### src/rtl/ram_ctrl_pkg.sv
// Shared types and default widths for the RAM port arbiter.
package ram_ctrl_pkg;

  localparam int unsigned ADDR_W_DEF = 8;
  localparam int unsigned DATA_W_DEF = 8;

  typedef enum logic [1:0] {
    IDLE  = 2'd0,
    ISSUE = 2'd1,
    RESP  = 2'd2,
    INIT  = 2'd3
  } state_e;

  typedef enum logic {
    REQ_A = 1'b0,
    REQ_B = 1'b1
  } req_id_e;

endpackage

### src/rtl/rr_arb2.sv
// Two-way round-robin pick; on a tie the requester that did not win last time wins.
module rr_arb2
  import ram_ctrl_pkg::*;
(
  input  logic    req_a_i,
  input  logic    req_b_i,
  input  req_id_e last_i,
  output logic    gnt_a_o,
  output logic    gnt_b_o,
  output req_id_e winner_o
);

  // One-hot pick from the two requests and the previous winner
  always_comb begin
    gnt_a_o  = req_a_i & (~req_b_i | (last_i == REQ_B));
    gnt_b_o  = req_b_i & ~gnt_a_o;
    winner_o = gnt_b_o ? REQ_B : REQ_A;
  end

endmodule

### src/rtl/ram_port_arbiter.sv
// Round-robin arbiter/sequencer for two requesters sharing a single-port RAM
// with a one-cycle registered read.
// Optional macro RAM_CLEAR_EN: one INIT cycle after reset pulses ram_rst to
// zero the RAM; without it ram_rst is tied low.
module ram_port_arbiter
  import ram_ctrl_pkg::*;
#(
  parameter int unsigned ADDR_W = ADDR_W_DEF,
  parameter int unsigned DATA_W = DATA_W_DEF
) (
  input  logic              clk,
  input  logic              rst,
  input  logic              a_req,
  input  logic              a_wr,
  input  logic [ADDR_W-1:0] a_addr,
  input  logic [DATA_W-1:0] a_din,
  output logic              a_gnt,
  output logic              a_rvalid,
  output logic [DATA_W-1:0] a_rdata,
  input  logic              b_req,
  input  logic              b_wr,
  input  logic [ADDR_W-1:0] b_addr,
  input  logic [DATA_W-1:0] b_din,
  output logic              b_gnt,
  output logic              b_rvalid,
  output logic [DATA_W-1:0] b_rdata,
  output logic              ram_wr,
  output logic [ADDR_W-1:0] ram_addr,
  output logic [DATA_W-1:0] ram_din,
  input  logic [DATA_W-1:0] ram_dout,
  output logic              ram_rst,
  output logic              busy
);

`ifdef RAM_CLEAR_EN
  localparam state_e RESET_STATE = INIT;
`else
  localparam state_e RESET_STATE = IDLE;
`endif

  state_e            state_q;
  req_id_e           last_q;
  req_id_e           owner_q;
  logic              ram_wr_q;
  logic [ADDR_W-1:0] ram_addr_q;
  logic [DATA_W-1:0] ram_din_q;

  logic              arb_a;
  logic              arb_b;
  req_id_e           winner;
  logic              idle;
  logic              resp;
  logic              wr_d;
  logic [ADDR_W-1:0] addr_d;
  logic [DATA_W-1:0] din_d;

  rr_arb2 u_arb (
    .req_a_i  (a_req),
    .req_b_i  (b_req),
    .last_i   (last_q),
    .gnt_a_o  (arb_a),
    .gnt_b_o  (arb_b),
    .winner_o (winner)
  );

  // Access payload of the current winner
  always_comb begin
    wr_d   = (winner == REQ_B) ? b_wr   : a_wr;
    addr_d = (winner == REQ_B) ? b_addr : a_addr;
    din_d  = (winner == REQ_B) ? b_din  : a_din;
  end

  // Sequencer FSM and RAM-side access registers
  always_ff @(posedge clk or negedge rst) begin
    if (!rst) begin
      state_q    <= RESET_STATE;
      last_q     <= REQ_B;
      owner_q    <= REQ_A;
      ram_wr_q   <= 1'b0;
      ram_addr_q <= '0;
      ram_din_q  <= '0;
    end else begin
      case (state_q)
        IDLE: begin
          if (arb_a | arb_b) begin
            ram_wr_q   <= wr_d;
            ram_addr_q <= addr_d;
            ram_din_q  <= din_d;
            last_q     <= winner;
            owner_q    <= winner;
            state_q    <= ISSUE;
          end
        end
        ISSUE: begin
          ram_wr_q <= 1'b0;
          state_q  <= ram_wr_q ? IDLE : RESP;
        end
        RESP:    state_q <= IDLE;
        INIT:    state_q <= IDLE;
        default: state_q <= IDLE;
      endcase
    end
  end

  // Grants and read returns; reset forces every output low at once
  assign idle     = (state_q == IDLE) & rst;
  assign resp     = (state_q == RESP) & rst;
  assign a_gnt    = idle & arb_a;
  assign b_gnt    = idle & arb_b;
  assign a_rvalid = resp & (owner_q == REQ_A);
  assign b_rvalid = resp & (owner_q == REQ_B);
  assign a_rdata  = a_rvalid ? ram_dout : '0;
  assign b_rdata  = b_rvalid ? ram_dout : '0;
  assign busy     = (state_q != IDLE) & rst;
  assign ram_wr   = ram_wr_q;
  assign ram_addr = ram_addr_q;
  assign ram_din  = ram_din_q;

`ifdef RAM_CLEAR_EN
  assign ram_rst = (state_q == INIT) & rst;
`else
  assign ram_rst = 1'b0;
`endif

endmodule

### config.mk
export PLATFORM = sky130hd
export DESIGN_NAME = ram_port_arbiter
export DESIGN_NICKNAME = d
export VERILOG_FILES = /design/src/rtl/ram_ctrl_pkg.sv /design/src/rtl/rr_arb2.sv /design/src/rtl/ram_port_arbiter.sv
export SDC_FILE = /design/constraint.sdc
export NUM_CORES = 1
export LEC_CHECK = 0
export ABC_AREA = 1
export ABC_CLOCK_PERIOD_IN_PS = 1000
export BUFFER_PORTS_ARGS = -buffer_cell sky130_fd_sc_hd__buf_4
export CORE_ASPECT_RATIO = 1.75
export CORE_MARGIN = 1
export CORE_UTILIZATION = 25
export DETAILED_ROUTE_END_ITERATION = 10
export PLACE_DENSITY = 0.64
export SYNTH_ARGS = -nofsm -noshare
export SYNTH_HDL_FRONTEND = slang
export SYNTH_SLANG_ARGS = --single-unit
export TNS_END_PERCENT = 10
### constraint.sdc
create_clock -name clk -period 1 [get_ports clk]
set_input_delay 0.2 -clock clk [delete_from_list [all_inputs] [get_ports clk]]
set_output_delay 0.2 -clock clk [all_outputs]
set_load 0.02 [all_outputs]
==> results.cfg, run 1 <==
[cells_and_area]
syn_to_final_growth_pct = 73.99
fill_cells = 542
diodes = 0
nets = 345
finalInstanceArea_um2 = 2260
drive_above_1_share = 0.3993

[hold_path]
min_path_type = in2reg
holdPathStages = 5
worstHoldStart = a_din[5]
hold_end = ram_din[5]$_DFFE_PN0P_

[synth]
synth_compound_area_frac = 0.01830
synth-simple-area-share = 0.3622
synth_most_common_cell = nand2_1
synth_ff_type = dfrtp_1
synth_edf_count = 0
synth_area_leaders = dfrtp_1, nand2_1, inv_1, nor2_1, nand3_1
yosysTopAreaCellShare = 0.3854
yosys-top-cells-count = nand2_1, inv_1, nor2_1
synth_seq_cells = 21
yosysWarnings = 0
synthAdderAreaFrac = 0
syn_nets = 244
synth_area_um2 = 1299
yosysTopAreaCell = dfrtp_1
synth_seq_area_share = 0.4056
synth.avg_cell_area_um2 = 6.559
syn_inst = 198
synth_top_family_by_area = simple AND/OR/NAND/NOR gates
synth-xor-area-share = 0
ys_types = 20
muxShareOfSynthArea = 0
async_reset_ff_frac = 1.000

[worst_setup_path]
crit_slowest_cell = dfrtp_1
required_ns = 0.80
timing.rr.end = ram_din[7]$_DFFE_PN0P_
worstSetupPathType = reg2out
reg2reg_from = last_q$_DFFE_PN1P_
reg2reg_slack_ns = -0.23
slowest_delay_ns = 0.38
start_kind = register
startpoint = owner_q$_DFFE_PN0P_
crit_arrival_ns = 1.21
endpoint_kind = output port
worstPathCellList = inv_1, nand4_1, buf_6, nor2_1, buf_4
path_max_fanout = 9
rr_worst_depth = 7

[floorplanning]
ios = 85
die_width_um = 56.49
design.core.area_um2 = 4977
initial_utilization = 0.2609
die_area_um2 = 5499
die_h_um = 97.35
rows = 34

[sta]
rsz0062_at_grt = true
drv_slew = 0
min_period_ns = 1.413
setup_violations = 43
fin_skew_ns = 0.006349
timing.fmax_mhz = 707.7
post-route-period-util = 1.413
finalWorstSetupSlack_ns = -0.4130
finalHoldViolations = 0
tns_ns = -12.27

[grt]
grt_first_pass_wirelength_mm = 5.982
track_usage = 0.1362
overflow = 0
antenna_found_initial = 0
grt_max_degree = 18
grt_pass1_vias = 1424

[outcome]
violations = negative setup slack
status = finished, violations left

[drt]
vias = 1443
ant_nets = 0
initialDrtViolationCount = 45
wl_per_cell_um = 10.44
routed_wl_mm = 3.675
route.detailed.drc = 0
firstDrtPassIters = 4
via_per_inst = 4.099

[power]
p_per_area_nw_per_um2 = 2328
ir_drop_uv = 1256
p_leak_nw = 1.390

[clocking]
cts_tree = done
cts.sinks = 21
worstSkewPairLatency_ns = 0.26
path_clk_slew_ns = 0.08
cts_max_level = 1
cts_buffers = 3
cts_root_buffer = clkbuf_8
clk_path_buf_depth = 2

[placed_design]
io_buffers = 83
gp_congestion = 0.7463
place_area_um2 = 2078
hpwl_mm = 2.894

[flow_run]
drv_cap = 0
[cells by family after synthesis]
logic type,after synthesis
and+or+nand+nor,114
other,1
AOI/OAI and AO/OA,4
DFF,21
buffers and inverters,58
[layout make-up]
cell class | count | area [um^2] | share of cell area
clock buffers | 4 | 45.04 | 0.01993
inverters | 51 | 193.9 | 0.08582
multi-input cells | 119 | 519.2 | 0.2298
flip-flops and latches | 21 | 526.8 | 0.2331
well taps | 54 | 67.56 | 0.02990
repair buffers | 103 | 907.1 | 0.4014
[through the flow]
stage,power [mW],std cells,hold slack [ns],setup slack [ns],utilization
2_1_floorplan,3.156,198,-0.09559,-0.2158,-
3_3_place_gp,4.343,344,0.1237,-0.1679,0.4175
3_5_place_dp,4.392,344,0.1323,-0.1891,0.4175
4_1_cts,5.293,351,0.2287,-0.4345,0.4475
5_1_grt,5.642,352,0.2463,-0.4848,0.4540
6_report,5.260,352,0.2325,-0.4130,0.4540
[critical path, delay by kind of cell, from the launching register on]
family | cells | cell delay [ns]
flip-flops | 1 | 0.38
AND/OR/NAND/NOR | 2 | 0.20
buffers and inverters | 3 | 0.39
[routing by layer]
metal	part of all wire	vias to the layer above	routed length, um	GRT usage
li1	-	761	-	-
met1	0.36	618	1333	0.1326
met2	0.56	60	2060	0.2760
met3	0.069	4	254	0.02663
met4	0.0071	0	26	0.03377
met5	0	-	0	0
[layout by cell type (no fill, tap or decap), types with 2 or more instances in the layout]
cell / Yosys / routed
buf_4: 2 / 74
nand2_1: 70 / 70
inv_1: 47 / 47
buf_6: 4 / 25
dfrtp_1: 20 / 20
nor2_1: 22 / 18
nand3_1: 16 / 16
nor2_2: 0 / 4
inv_2: 3 / 3
clkbuf_8: 0 / 3
buf_12: 1 / 3
nand4_1: 2 / 2
o21ai_1: 1 / 2
[report_power, final]
part / internal (mW) / switching [mW]
registers: 1.29 / 0.321
logic: 1.50 / 1.60
clock network: 0.283 / 0.263
total: 3.07 / 2.19
[flip-flops by register name, summed over array words and instances, names as in the netlist]
name,cells
ram_din,8
state_q,2
owner_q,1
ram_wr,1
ram_addr,8
last_q,1
[worst max path at each step]
stage / endpoint / slack, ns / cells past startpoint
4_1_cts: a_rdata[3] / -0.43 / 5
6_report: a_rdata[1] / -0.41 / 5
2_1_floorplan: a_rdata[0] / -0.22 / 3
3_5_place_dp: ram_din[3]$_DFFE_PN0P_ / -0.19 / 6
5_1_grt: a_rdata[1] / -0.48 / 5
3_3_place_gp: ram_din[0]$_DFFE_PN0P_ / -0.17 / 6
[timing repair]
| item | CTS | global route |
|---|---|---|
| setup endpoints to repair | 56 | 57 |
| hold endpoints to repair | 20 | 0 |
| gates resized for setup | 21 | 9 |
| buffers inserted | 2 | 1 |
| hold buffers | 1 | 0 |
No activity file was read; power rests on OpenSTA's default activity.
==> inputs of run 2 (changes only) <==
Settings changed: ABC_AREA 1 to unset, PLACE_DENSITY 0.64 to 0.65.
==> run 2 against run 1 <==
Compared with the run above:
- the run still ends with negative setup slack left
- critical path depth unchanged
- non-clock buffer count up 1
- sequential cell count stayed put
- hold slack worse by 0.20 ns
- cell area grew 4.5%
- via count is 22% lower
- die area decreased by 6.4%
- maximum frequency decreased by 12%
- critical endpoint is now a_rdata[3]
- largest cell class unchanged
- highest routed layer unchanged
==> results.cfg, run 2 <==
[floorplanning]
die_area_um2 = 5148
ios = 85
die_h_um = 94.17
rows = 33
die_width_um = 54.67
initial_utilization = 0.2601
design.core.area_um2 = 4666

[synth]
synth_seq_cells = 21
synth_seq_area_share = 0.4340
async_reset_ff_frac = 1.000
ys_types = 19
yosysTopAreaCell = dfrtp_1
synth_area_leaders = dfrtp_1, mux2_4, mux2_2, and2_1, mux2i_1
yosysTopAreaCellShare = 0.4124
yosys-top-cells-count = dfrtp_1, and2_1, mux2_2, mux2_4
syn_nets = 142
synth_edf_count = 0
synth_area_um2 = 1214
synth_ff_type = dfrtp_1
synth.avg_cell_area_um2 = 12.64
yosysWarnings = 0
syn_inst = 96
synth_most_common_cell = dfrtp_1

[placed_design]
io_buffers = 83
hpwl_mm = 2.680
gp_congestion = 0.6820
place_area_um2 = 2017

[grt]
overflow = 0
grt_first_pass_wirelength_mm = 5.230
grt_pass1_vias = 1147
antenna_found_initial = 0
track_usage = 0.1423
grt_max_degree = 12

[worst_setup_path]
path_max_fanout = 4
crit_arrival_ns = 1.40
worstSetupPathType = reg2out
start_kind = register
endpoint_kind = output port
required_ns = 0.80

[drt]
initialDrtViolationCount = 2
firstDrtPassIters = 2
vias = 1129
route.detailed.drc = 0
wl_per_cell_um = 14.02
routed_wl_mm = 3.532
via_per_inst = 4.480
ant_nets = 0

[cells_and_area]
layout_common_cells = buf_4, buf_6, dfrtp_1
layout_commonest_cell = buf_4
finalInstanceArea_um2 = 2362
syn_to_final_growth_pct = 94.64
diodes = 0
drive_above_1_share = 0.7800
nets = 247

[outcome]
violations = negative setup slack
status = finished, violations left

[power]
ir_drop_uv = 1301
p_per_area_nw_per_um2 = 2431
p_leak_nw = 1.214

[clocking]
cts_buffers = 3
worstSkewPairLatency_ns = 0.26
cts_max_level = 1
cts_tree = done
cts_root_buffer = clkbuf_8
cts.sinks = 21
clk_path_buf_depth = 2
path_clk_slew_ns = 0.07

[sta]
finalHoldViolations = 0
min_period_ns = 1.604
timing.fmax_mhz = 623.5
worst_pin_slew_ns = 0.5502
hold-worst-slack_ns = 0.03619
finalWorstSetupSlack_ns = -0.6040
setup_violations = 41
fin_skew_ns = 0.004403
drv_slew = 0
rsz0062_at_grt = true
slew_headroom = 0.6332
post-route-period-util = 1.604

[flow_run]
drv_cap = 0

[hold_path]
min_path_type = in2async
## run 2: cell families after synthesis
group | after synthesis | synth area share
mux | 36 | 0.3794
other cells | 1 | 0.003090
simple gates | 26 | 0.1196
compound gates | 3 | 0.01856
buf+inv | 9 | 0.04536
flops | 21 | 0.4340
## run 2: per-layer routing
| layer | routed length [um] | GRT usage |
|---|---|---|
| met5 | 0 | 0 |
| met4 | 14 | 0.03205 |
| met3 | 289 | 0.02751 |
| met2 | 2132 | 0.2922 |
| met1 | 1095 | 0.1265 |
## run 2: layout make-up
cell class,count,area [um^2]
clock buffer,4,45.04
sequential,21,526.8
tap,52,65.06
multi-input combinational,67,720.7
inverter,4,15.01
fill,434,2303
timing repair buffer,104,989.7
## run 2: path summary, 6_finish.rpt
path / from / endpoint / slack, ns / depth (start not counted)
worst max-delay path: state_q[1]$_DFFE_PN0P_ / a_rdata[3] / -0.60 / 5
worst min-delay path: rst / last_q$_DFFE_PN1P_ / 0.04 / 2
worst max register to register: last_q$_DFFE_PN1P_ / ram_din[7]$_DFFE_PN0P_ / -0.58 / 5
worst min register to register: ram_wr$_DFFE_PN0P_ / state_q[1]$_DFFE_PN0P_ / 0.47 / 1
max in group asynchronous: rst / ram_addr[6]$_DFFE_PN0P_ / 0.15 / 3
min in group clk: b_wr / ram_wr$_DFFE_PN0P_ / 0.24 / 3
## run 2: metrics by stage
stage,instances,setup slack [ns],total power [mW],util,setup TNS [ns]
2_1_floorplan,96,-0.4792,3.247,-,-14.28
3_3_place_gp,240,-0.5363,4.523,0.4323,-15.12
3_5_place_dp,240,-0.5705,4.585,0.4323,-15.75
4_1_cts,252,-0.6083,5.802,0.5034,-21.20
5_1_grt,252,-0.6831,6.102,0.5063,-23.09
6_report,252,-0.6040,5.742,0.5063,-20.26
## run 2: power breakdown
part / leakage (nW) / internal, mW / switching, mW
Combinational: 0.944 / 2.05 / 1.50
Clock: 0.0228 / 0.283 / 0.271
Sequential: 0.247 / 1.31 / 0.333
## run 2: critical path, cell delays in order, from the launching register on
cell,delay [ns]
dfrtp_1,0.42
nand2_4,0.10
nor3_4,0.24
buf_6,0.15
and2_4,0.14
buf_6,0.10
## run 2: repair_timing
action	in CTS	in global routing
gates resized for setup	51	4
setup endpoints to repair	56	69
setup buffers	4	0
hold buffers	2	0
cloned	2	0
hold endpoints to repair	20	0
pin swaps	17	3
==> inputs of run 3 (changes only) <==
==> constraint.sdc (replaced) <==
create_clock -name clk -period 1 [get_ports clk]
set_input_delay 0.1 -clock clk [delete_from_list [all_inputs] [get_ports clk]]
set_output_delay 0.1 -clock clk [all_outputs]
set_load 0.02 [all_outputs]
==> run 3 against run 2 <==
Compared with the run above:
- the run still ends with negative setup slack left
- combinational power fell by 6.8%
- wire length is 0.23% higher
- maximum frequency grew 3.0%
- cell count is 1.2% lower
- clock power up 0.9%
- count of clock-buffer cells in the layout shrank 1
- sequential share of layout area increased by 1.2 points
- setup slack gained 0.047 ns
- via count down 1.2%
- largest power group unchanged
- hold slack worse by 0.0073 ns
- clock skew down 0.0037 ns
- sequential power decreased by 4%
==> results.cfg, run 3 (same netlist as run 2, synthesis figures left out) <==
[floorplanning]
design.core.area_um2 = 4666
die_h_um = 94.17
initial_utilization = 0.2601
ios = 85
rows = 33
die_width_um = 54.67
die_area_um2 = 5148

[cells_and_area]
drive_above_1_share = 0.7970
final_cells = 249
nets = 244
finalInstanceArea_um2 = 2240
layout_common_cells = buf_4, dfrtp_1, buf_6
syn_to_final_growth_pct = 84.54
diodes = 0
fill_cells = 432
layout_commonest_cell = buf_4

[drt]
ant_nets = 0
firstDrtPassIters = 2
via_per_inst = 4.482
wl_per_cell_um = 14.22
route.detailed.drc = 0
vias = 1116
routed_wl_mm = 3.540
initialDrtViolationCount = 4

[sta]
timing.fmax_mhz = 642.3
rsz0062_at_grt = true
fin_skew_ns = 0.0006825
drv_slew = 0
post-route-period-util = 1.557
setup_violations = 40
tns_ns = -18.73
finalHoldViolations = 0
finalWorstSetupSlack_ns = -0.5570
min_period_ns = 1.557
hold-worst-slack_ns = 0.02891

[worst_setup_path]
rr_worst_depth = 4
crit_slowest_cell = dfrtp_1
slowest_delay_ns = 0.42
startpoint = state_q[1]$_DFFE_PN0P_
endpoint_kind = output port
worstSetupPathType = reg2out
required_ns = 0.90
worstPathCellList = nand2_4, nor3_4, buf_2, and2_4, buf_6
reg2reg_slack_ns = -0.51
reg2reg_from = last_q$_DFFE_PN1P_
timing.rr.end = ram_din[1]$_DFFE_PN0P_
path_max_fanout = 4
crit_arrival_ns = 1.46
critPathCapture = a_rdata[3]
start_kind = register

[grt]
track_usage = 0.1308
grt_first_pass_wirelength_mm = 4.767
grt_pass1_vias = 1047
antenna_found_initial = 0
overflow = 0
grt_max_degree = 16

[clocking]
clk_path_buf_depth = 2
cts_root_buffer = clkbuf_8
worstSkewPairLatency_ns = 0.26
path_clk_slew_ns = 0.08
cts.sinks = 21
cts_tree = done
cts_max_level = 1
cts_buffers = 3

[power]
p_per_area_nw_per_um2 = 2428
ir_drop_uv = 1235
p_leak_nw = 1.167

[placed_design]
dp_cells = 240
io_buffers = 83
gp_congestion = 0.6481
hpwl_mm = 2.683
place_area_um2 = 2029

[outcome]
status = finished, violations left
violations = negative setup slack

[hold_path]
min_path_type = in2async

[flow_run]
drv_cap = 0
[run 3: power by group]
| part | total, mW | switching, mW | leakage, nW | internal [mW] |
|---|---|---|---|---|
| Sequential | 1.57 | 0.265 | 0.247 | 1.31 |
| Combinational | 3.31 | 1.50 | 0.894 | 1.81 |
| Clock | 0.559 | 0.281 | 0.0255 | 0.277 |
| Total | 5.44 | 2.05 | 1.17 | 3.39 |
[run 3: layout make-up]
type,instances,area (um^2),share of cell area
Clock buffer,3,41.29,0.01844
Tap cell,52,65.06,0.02905
Sequential cell,21,526.8,0.2352
Timing Repair Buffer,101,862.1,0.3849
Inverter,4,15.01,0.006704
Multi-Input combinational cell,67,724.4,0.3235
Clock inverter,1,5.005,0.002235
[run 3: worst min-delay path by stage]
stage          startpoint  cells after the start  slack, ns                endpoint
3_5_place_dp          rst                      2       0.07  ram_din[3]$_DFFE_PN0P_
2_1_floorplan         rst                      0      -0.20     owner_q$_DFFE_PN0P_
4_1_cts              b_wr                      3       0.12      ram_wr$_DFFE_PN0P_
5_1_grt               rst                      3       0.05     owner_q$_DFFE_PN0P_
6_report              rst                      3       0.03     owner_q$_DFFE_PN0P_
3_3_place_gp          rst                      2       0.07  ram_din[3]$_DFFE_PN0P_
[run 3: critical path: cells and delay by family (launching register included)]
kind                   cells  cell delay (ns)
and+or+nand+nor            3             0.49
DFF                        1             0.42
buffers and inverters      2             0.30
[run 3: routing by layer]
layer	part of all wire	up-vias	GRT usage
li1	-	526	-
met1	0.32	527	0.1182
met2	0.60	61	0.2651
met3	0.079	2	0.02104
met4	0.0040	0	0.03846
met5	0	-	0
[run 3: stage by stage]
stage | util | total power [mW] | setup WS [ns]
detailed placement | 0.4350 | 4.617 | -0.5642
global route | 0.4800 | 5.802 | -0.6136
global placement | 0.4350 | 4.560 | -0.5356
CTS | 0.4567 | 5.321 | -0.5221
floorplan | - | 3.247 | -0.4792
finish | 0.4800 | 5.437 | -0.5570
[run 3: what timing repair did]
item	CTS	global route
gates resized for setup	11	26
endpoints found under the hold margin	20	0
setup buffers	1	1
hold buffers	1	0
setup endpoints to repair	41	41
pin swaps	9	9
cloned	0	2
